$ cat src/rtl/udseq_pkg.sv
// Shared types and defaults for the up/down count sequencer and its counter.
package udseq_pkg;
   typedef enum logic [1:0] {IDLE, RUN, DONE} state_t;

   localparam logic DIR_UP   = 1'b1;
   localparam logic DIR_DOWN = 1'b0;

   localparam int DEF_MAX_VAL = 10;
   localparam int DEF_CNT_W   = 4;
   localparam int DEF_STEP_W  = 8;
endpackage

$ cat src/rtl/updown_mod_counter.sv
// Mod-(MAX_VAL+1) up/down counter with clamped parallel load.
// wrap_next flags that the next enabled step will wrap around.
module updown_mod_counter
   import udseq_pkg::*;
#(
   parameter int MAX_VAL = DEF_MAX_VAL,
   parameter int CNT_W   = DEF_CNT_W
) (
   input  logic             Clk,
   input  logic             reset,
   input  logic             en,
   input  logic             dir,
   input  logic             load,
   input  logic [CNT_W-1:0] load_val,
   output logic [CNT_W-1:0] Count,
   output logic             wrap_next
);
   localparam logic [CNT_W-1:0] MAX_C = CNT_W'(MAX_VAL);

   logic [CNT_W-1:0] count_q, count_d;

   always_comb begin
      wrap_next = (dir == DIR_UP) ? (count_q == MAX_C) : (count_q == '0);
      count_d   = count_q;
      if (load) begin
         count_d = (load_val > MAX_C) ? MAX_C : load_val;
      end else if (en) begin
         if (wrap_next) begin
            count_d = (dir == DIR_UP) ? '0 : MAX_C;
         end else begin
            count_d = (dir == DIR_UP) ? count_q + 1'b1 : count_q - 1'b1;
         end
      end
   end

   always_ff @(posedge Clk or posedge reset) begin
      if (reset) begin
         count_q <= '0;
      end else begin
         count_q <= count_d;
      end
   end

   assign Count = count_q;
endmodule

$ cat src/rtl/updown_count_sequencer.sv
// Command-driven sequencer stepping an embedded mod counter once per clock.
// Define UDSEQ_PRELOAD_EN to add cmd_start, loaded (clamped) on command accept.
module updown_count_sequencer
   import udseq_pkg::*;
#(
   parameter int MAX_VAL = DEF_MAX_VAL,
   parameter int CNT_W   = DEF_CNT_W,
   parameter int STEP_W  = DEF_STEP_W
) (
   input  logic              Clk,
   input  logic              reset,
   input  logic              cmd_valid,
   output logic              cmd_ready,
   input  logic              cmd_dir,
   input  logic [STEP_W-1:0] cmd_steps,
`ifdef UDSEQ_PRELOAD_EN
   input  logic [CNT_W-1:0]  cmd_start,
`endif
   output logic [CNT_W-1:0]  Count,
   output logic              busy,
   output logic              done,
   output logic              wrap
);
   localparam logic [STEP_W-1:0] STEP_ONE = STEP_W'(1);

   state_t            state_q, state_d;
   logic              dir_q, dir_d;
   logic [STEP_W-1:0] rem_q, rem_d;
   logic              wrap_q, wrap_d;
   logic              accept;
   logic              step_en;
   logic              load_en;
   logic [CNT_W-1:0]  load_val;
   logic              wrap_next;

   assign cmd_ready = (state_q == IDLE) && !reset;
   assign accept    = cmd_valid && cmd_ready;

`ifdef UDSEQ_PRELOAD_EN
   assign load_en  = accept;
   assign load_val = cmd_start;
`else
   assign load_en  = 1'b0;
   assign load_val = '0;
`endif

   always_comb begin
      state_d = state_q;
      dir_d   = dir_q;
      rem_d   = rem_q;
      step_en = 1'b0;
      case (state_q)
         IDLE: begin
            if (accept) begin
               dir_d   = cmd_dir;
               rem_d   = cmd_steps;
               state_d = (cmd_steps == '0) ? DONE : RUN;
            end
         end
         RUN: begin
            step_en = 1'b1;
            rem_d   = rem_q - STEP_ONE;
            if (rem_q == STEP_ONE) begin
               state_d = DONE;
            end
         end
         DONE:    state_d = IDLE;
         default: state_d = IDLE;
      endcase
      // Registered so wrap lines up with the wrapped Count value.
      wrap_d = step_en && wrap_next;
   end

   always_ff @(posedge Clk or posedge reset) begin
      if (reset) begin
         state_q <= IDLE;
         dir_q   <= DIR_UP;
         rem_q   <= '0;
         wrap_q  <= 1'b0;
      end else begin
         state_q <= state_d;
         dir_q   <= dir_d;
         rem_q   <= rem_d;
         wrap_q  <= wrap_d;
      end
   end

   updown_mod_counter #(
      .MAX_VAL (MAX_VAL),
      .CNT_W   (CNT_W)
   ) u_counter (
      .Clk       (Clk),
      .reset     (reset),
      .en        (step_en),
      .dir       (dir_q),
      .load      (load_en),
      .load_val  (load_val),
      .Count     (Count),
      .wrap_next (wrap_next)
   );

   assign busy = (state_q != IDLE);
   assign done = (state_q == DONE);
   assign wrap = wrap_q;
endmodule

$ cat config.mk
export PLATFORM = sky130hd
export DESIGN_NAME = updown_count_sequencer
export DESIGN_NICKNAME = d
export VERILOG_FILES = /design/src/rtl/udseq_pkg.sv /design/src/rtl/updown_mod_counter.sv /design/src/rtl/updown_count_sequencer.sv
export SDC_FILE = /design/constraint.sdc
export NUM_CORES = 1
export LEC_CHECK = 0
export CELL_PAD_IN_SITES_DETAIL_PLACEMENT = 0
export CELL_PAD_IN_SITES_GLOBAL_PLACEMENT = 1
export CORE_ASPECT_RATIO = 1.25
export CORE_MARGIN = 1
export CORE_UTILIZATION = 35
export DETAILED_ROUTE_END_ITERATION = 10
export MAX_ROUTING_LAYER = met4
export PLACE_DENSITY = 0.75
export SETUP_SLACK_MARGIN = 0.05
export SLEW_MARGIN = 20
export SYNTH_ARGS = -nofsm -noshare
export SYNTH_HDL_FRONTEND = slang
export SYNTH_SLANG_ARGS = --single-unit
export TNS_END_PERCENT = 10
$ cat constraint.sdc
create_clock -name Clk -period 2.58 [get_ports Clk]
set_input_delay 0.258 -clock Clk [delete_from_list [all_inputs] [get_ports Clk]]
set_output_delay 0.258 -clock Clk [all_outputs]
set_load 0.01 [all_outputs]
==> flow_summary.json <==
{
  "fmax_ghz": 0.516,
  "root_buffer": "clkbuf_4",
  "syn_area_um2": 1050,
  "yosys.area.top_type": "dfrtp_1",
  "crit_chain": "inv_1 > ha_1 > a21o_1 > a21oi_1 > mux2i_1 > nand3_1",
  "power_density_nw_per_um2": 1200,
  "slew_headroom": 0.582,
  "synth_most_common_cell": "dfrtp_1",
  "grt_max_degree": 17,
  "holdBufCountCts": 0,
  "vias_per_cell": 5.56,
  "worst_pin_slew_ns": 0.625,
  "fp.dieH_um": 63.1,
  "wire_per_inst_um": 14.2,
  "end_kind": "flip-flop",
  "syn_area_per_cell_um2": 9.02,
  "post_cts_buffers": 0,
  "period_share": 0.751,
  "drc": 0,
  "rsz0062_at_grt": "false",
  "syn-instance-count": 116,
  "crit_path_top_delay_cell": "dfstp_2",
  "design.core.area_um2": 2760,
  "first_global_vias": 908,
  "overflow": 0,
  "crit_type": "flip-flop to flip-flop",
  "hold_class": "primary input to asynchronous set/reset pin",
  "die_x_um": 50.9,
  "crit_arrival_ns": 2.11,
  "cts_max_level": 1,
  "drv_cap": 0,
  "ioPinCount": 20,
  "ir_worst_vdd_mv": 0.465,
  "fin_cells": 168,
  "area_growth_pct": 23.2,
  "diodes": 0,
  "fin_skew_ns": 0.0144,
  "async_flop_share": 1.00,
  "routabilityCongestion": 0.824,
  "clkLatencyLatePin_ns": 0.30,
  "synth_seq_cells": 16,
  "regArea_um2": 402,
  "cts_buffers": 3,
  "fill_cells": 285,
  "grt_first_pass_wirelength_um": 4000,
  "syn_nets": 133,
  "crit_path_max_fanout": 9,
  "status": "finished clean",
  "antenna_found_initial": 0,
  "synth_top_cell_area_share": 0.359,
  "synth_edf_count": 0,
  "start_util": 0.379,
  "synth_area_leaders": "dfrtp_1 36%, ha_1 4.8%, mux2i_1 3.8%",
  "port_buffers": 19,
  "clock-sinks": 16,
  "finalSetupTns_ns": 0,
  "cts_tree": "built",
  "drive_gt1_frac": 0.0597,
  "finalHoldViolations": 0,
  "cts_resized": 0,
  "cpLargestDelayFamily": "flip-flops",
  "wl_um": 2380,
  "synth_top_flop_cell": "dfrtp_1",
  "min_period_ns": 1.94,
  "grt_use_total": 0.174,
  "slew_violations": 0,
  "cp.required_ns": 2.75,
  "nNetsFinal": 152,
  "synthDistinctLibCells": 40,
  "cpPeakStageDelay_ns": 0.61,
  "yosys-top-cells-count": "15 x dfrtp_1, 9 x nand2_1, 9 x nor2_1",
  "postRouteAntennaNets": 0,
  "power_leakage_nw": 0.550,
  "start_kind": "flip-flop",
  "finalSetupViolations": 0,
  "clk_pin_slew_ns": 0.11,
  "drtIter0Drc": 28,
  "rows": 21,
  "dp_cells": 164,
  "multi_input_area_um2": 592,
  "place_hpwl_um": 1840,
  "dr.pass1.iters": 4,
  "synth-warning-count": 0,
  "clock_path_buffers": 2,
  "path_buf_inv": 1,
  "dieArea_um2": 3210,
  "vias": 934,
  "yosysSeqAreaShare": 0.384
}
[placed cells by master (no fill, tap or decap), types with 3 or more instances in the layout]
cell type | synthesis | routed
a21oi_1 | 3 | 3
a211oi_1 | 3 | 3
nor2_1 | 9 | 9
dfrtp_1 | 15 | 15
clkdlybuf4s50_1 | 0 | 19
clkbuf_4 | 0 | 3
o21ai_0 | 5 | 5
and3_1 | 3 | 3
nor2b_1 | 3 | 3
mux2i_1 | 4 | 4
nand3_1 | 5 | 5
inv_1 | 7 | 7
nor4_1 | 4 | 4
ha_1 | 4 | 4
nor3_1 | 8 | 8
nand2b_1 | 3 | 3
nand2_1 | 9 | 9
[kinds of logic after synthesis]
kind of cell / count (synthesis) / share of synthesized area
compound gates: 22 / 0.147
xor+xnor: 2 / 0.0167
fa+ha+maj: 5 / 0.0670
buf+inv: 12 / 0.0502
flops: 16 / 0.384
mux: 4 / 0.0383
simple gates: 55 / 0.297
[report_power, final]
part,leakage [nW],internal [mW],switching (mW)
clock,0.0210,0.0862,0.0892
sequential,0.188,0.378,0.170
combinational,0.341,0.421,0.404
total,0.550,0.886,0.663
[layout make-up]
| class | count | share of cell area |
|---|---|---|
| Clock buffer | 4 | 0.0282 |
| Inverter | 7 | 0.0204 |
| Multi-Input combinational cell | 88 | 0.459 |
| Sequential cell | 16 | 0.312 |
| Tap cell | 34 | 0.0330 |
| Timing Repair Buffer | 19 | 0.148 |
[routing by layer]
metal / share of wire / wire (um) / global-route usage
met1: 0.40 / 963 / 0.186
met2: 0.53 / 1260 / 0.308
met3: 0.036 / 86 / 0.0145
met4: 0.030 / 72 / 0.0972
met5: 0 / 0 / -
[flip-flops by register name (all words and copies together), names as in the netlist]
signal,count
rem_q,8
u_counter.Count,4
state_q,2
dir_q,1
wrap,1
[path summary, 6_finish.rpt]
check	from	endpoint	slack (ns)	depth (start not counted)
worst min register to register	rem_q[0]$_DFFE_PP0P_	rem_q[0]$_DFFE_PP0P_	0.53	1
min in group Clk	cmd_dir	dir_q$_DFFE_PP1P_	0.50	3
worst min-delay path	reset	rem_q[4]$_DFFE_PP0P_	0.36	2
worst max-delay path	dir_q$_DFFE_PP1P_	u_counter.Count[3]$_DFFE_PP0P_	0.64	6
worst max register to register	dir_q$_DFFE_PP1P_	u_counter.Count[3]$_DFFE_PP0P_	0.64	6
max in group asynchronous	reset	rem_q[2]$_DFFE_PP0P_	1.80	2
[per-stage QoR]
step	worst slack, ns	area [um2]	util	hold slack (ns)	power (mW)
floorplan	0.625	1050	-	0.171	1.13
global placement	0.642	1250	0.454	0.518	1.36
detailed placement	0.639	1250	0.454	0.519	1.39
CTS	0.641	1290	0.467	0.395	1.57
global route	0.491	1290	0.467	0.475	1.69
finish	0.642	1290	0.467	0.363	1.55
[worst register-to-register path, stage by stage (launching register included)]
cell	delay [ns]
dfstp_2	0.61
inv_1	0.12
ha_1	0.29
a21o_1	0.16
a21oi_1	0.31
mux2i_1	0.24
nand3_1	0.10
Power figures use the tool's default switching activity.
==> RTL change, RTL diff (same flow settings) <==
The option `UDSEQ_PRELOAD_EN` is turned on by a define.
--- a/src/rtl/updown_count_sequencer.sv
+++ b/src/rtl/updown_count_sequencer.sv
@@ -1,5 +1,7 @@
 // Command-driven sequencer stepping an embedded mod counter once per clock.
 // Define UDSEQ_PRELOAD_EN to add cmd_start, loaded (clamped) on command accept.
+`define UDSEQ_PRELOAD_EN
+
 module updown_count_sequencer
    import udseq_pkg::*;
 #(
Ports: changed (added cmd_start); port bits go from 20 to 24. The function was not compared with the original's and may differ.
==> RTL change against the original RTL <==
Sequential cell count unchanged. Setup slack improved by 140 ps. Final area increased by 4.3%. Total power increased by 6.1%. Wire length decreased by 1.3%. Area after synthesis increased by 2.3%. Synthesized cell count increased by 2.6%. Die area increased by 2.2%. Final cell count increased by 4.2%. Via count increased by 3.5%. Highest routed layer unchanged.
==> RTL change: results (changes against the original RTL) <==
Status
  • Status: completed (unchanged)

Timing
  • Hold WS: 406 ps (was 363 ps)
  • Slew margin rel.: 59.0% (was 58.2%)
  • Clock Skew: 2.83 ps (was 14.4 ps)

Logic synthesis
  • Seq/Total Area, Yosys: 37.5% (was 38.4%)
  • Synth unique cells: 46 (was 40)
  • Commonest cells in the netlist: dfrtp_1 (15), nor2_1 (14), nand2_1 (10) (was dfrtp_1 (15), nand2_1 (9), nor2_1 (9))
  • Syn_area_per_cell: 8.99 um2 (was 9.02 um2)
  • Syn nets: 140 (was 133)
  • Largest cells by area after synthesis: dfrtp_1 (35%), nor2_1 (4.9%), ha_1 (4.7%) (was dfrtp_1 (36%), ha_1 (4.8%), mux2i_1 (3.8%))

Critical path
  • Crit path required time: 2740 ps (was 2750 ps)
  • Flop2flop setup slack: 790 ps (was 640 ps)
  • Worst r2r src: dir_q (unchanged)
  • Reg2Reg Capture Point: u_counter.Count[1] (was u_counter.Count[3])

Pwr
  • Largest vdd supply drop: 0.000439 V (was 0.000465 V)
  • Int Power: 0.000923 W (was 0.000886 W)
  • Leakage: 0.529 nW (was 0.550 nW)

Global route
  • Global-route wire length before repair: 4300 um (was 4000 um)
  • Vias in the first global route: 980 (was 908)
  • GR Util All Layers: 17.7% (was 17.4%)

Final layout
  • Max reg flops: 8 (unchanged)
  • Layout fillers: 326 (was 285)
  • Final nets: 161 (was 152)

Clocking
  • Later-pin clock latency in the skew report: 280 ps (was 300 ps)
  • CTS clk-pin slew, worst paths: 90 ps (was 110 ps)

Placed design
  • Placed cells: 171 (was 164)
  • Placed cell area: 1310 um2 (was 1250 um2)
  • Port bufs: 23 (was 19)
  • Gpl congestion: 0.788 (was 0.824)

Drt
  • Vias per std cell: 5.53 (was 5.56)
  • Routed wire per std cell: 13.4 um (was 14.2 um)
  • Via count: 967 (was 934)
  • DR iter-0 viols: 16 (was 28)
RTL change: power by group through the flow:
stage	logic, W	registers (W)	clock network, W
final	0.000901	0.000580	0.000162
after global routing	0.00104	0.000613	0.000182
after CTS	0.000915	0.000580	0.000169
after detailed placement	0.000903	0.000587	0
after global placement	0.000879	0.000584	0
after floorplan	0.000698	0.000532	0
RTL change: per-layer routing:
layer  part of all wire [%]  up-vias  track usage [%]  wire (um)
li1                       -      479                -          -
met1                     43      464             21.5       1010
met2                     54       22             29.2       1260
met3                    2.7        2             1.90         64
met4                   0.72        0             7.77         17
met5                      0        -                -          0
RTL change: critical path, delay by kind of cell (launching register included):
kind,cells,cell delay [ps]
AO/OA/AOI/OAI,3,290
adder cells (fa/ha/maj),1,480
buffers and inverters,1,130
flip-flops,1,610
multiplexers,1,150
RTL change: stage by stage:
| step | util (%) | worst slack (ps) |
|---|---|---|
| 6_report | 46.1 | 787 |
| 5_1_grt | 46.1 | 614 |
| 4_1_cts | 46.1 | 761 |
| 3_5_place_dp | 44.8 | 691 |
| 3_3_place_gp | 44.8 | 733 |
| 2_1_floorplan | - | 769 |
RTL change: how the worst max path moves through the flow:
| stage | cells after the start | slack (ps) | from | to |
|---|---|---|---|---|
| after floorplan | 7 | 770 | dir_q | u_counter.Count[1] |
| after global placement | 6 | 730 | reset | rem_q[2] |
| final | 6 | 790 | dir_q | u_counter.Count[1] |
| after CTS | 7 | 760 | dir_q | u_counter.Count[3] |
| after global routing | 7 | 610 | dir_q | u_counter.Count[3] |
| after detailed placement | 6 | 690 | reset | rem_q[2] |
RTL change: area by class of cell:
type	count	share of cell area [%]
Multi-Input combinational cell	91	45.5
Inverter	5	1.40
Tap cell	36	3.35
Timing Repair Buffer	23	17.1
Clock buffer	4	2.70
Sequential cell	16	29.9
RTL change: cells by family after synthesis:
kind of cell | synth area share, %
and+or+nand+nor | 25.3
AOI/OAI and AO/OA | 24.4
DFF | 37.5
buffers and inverters | 5.26
adders and majority gates | 6.55
muxes | 0.936
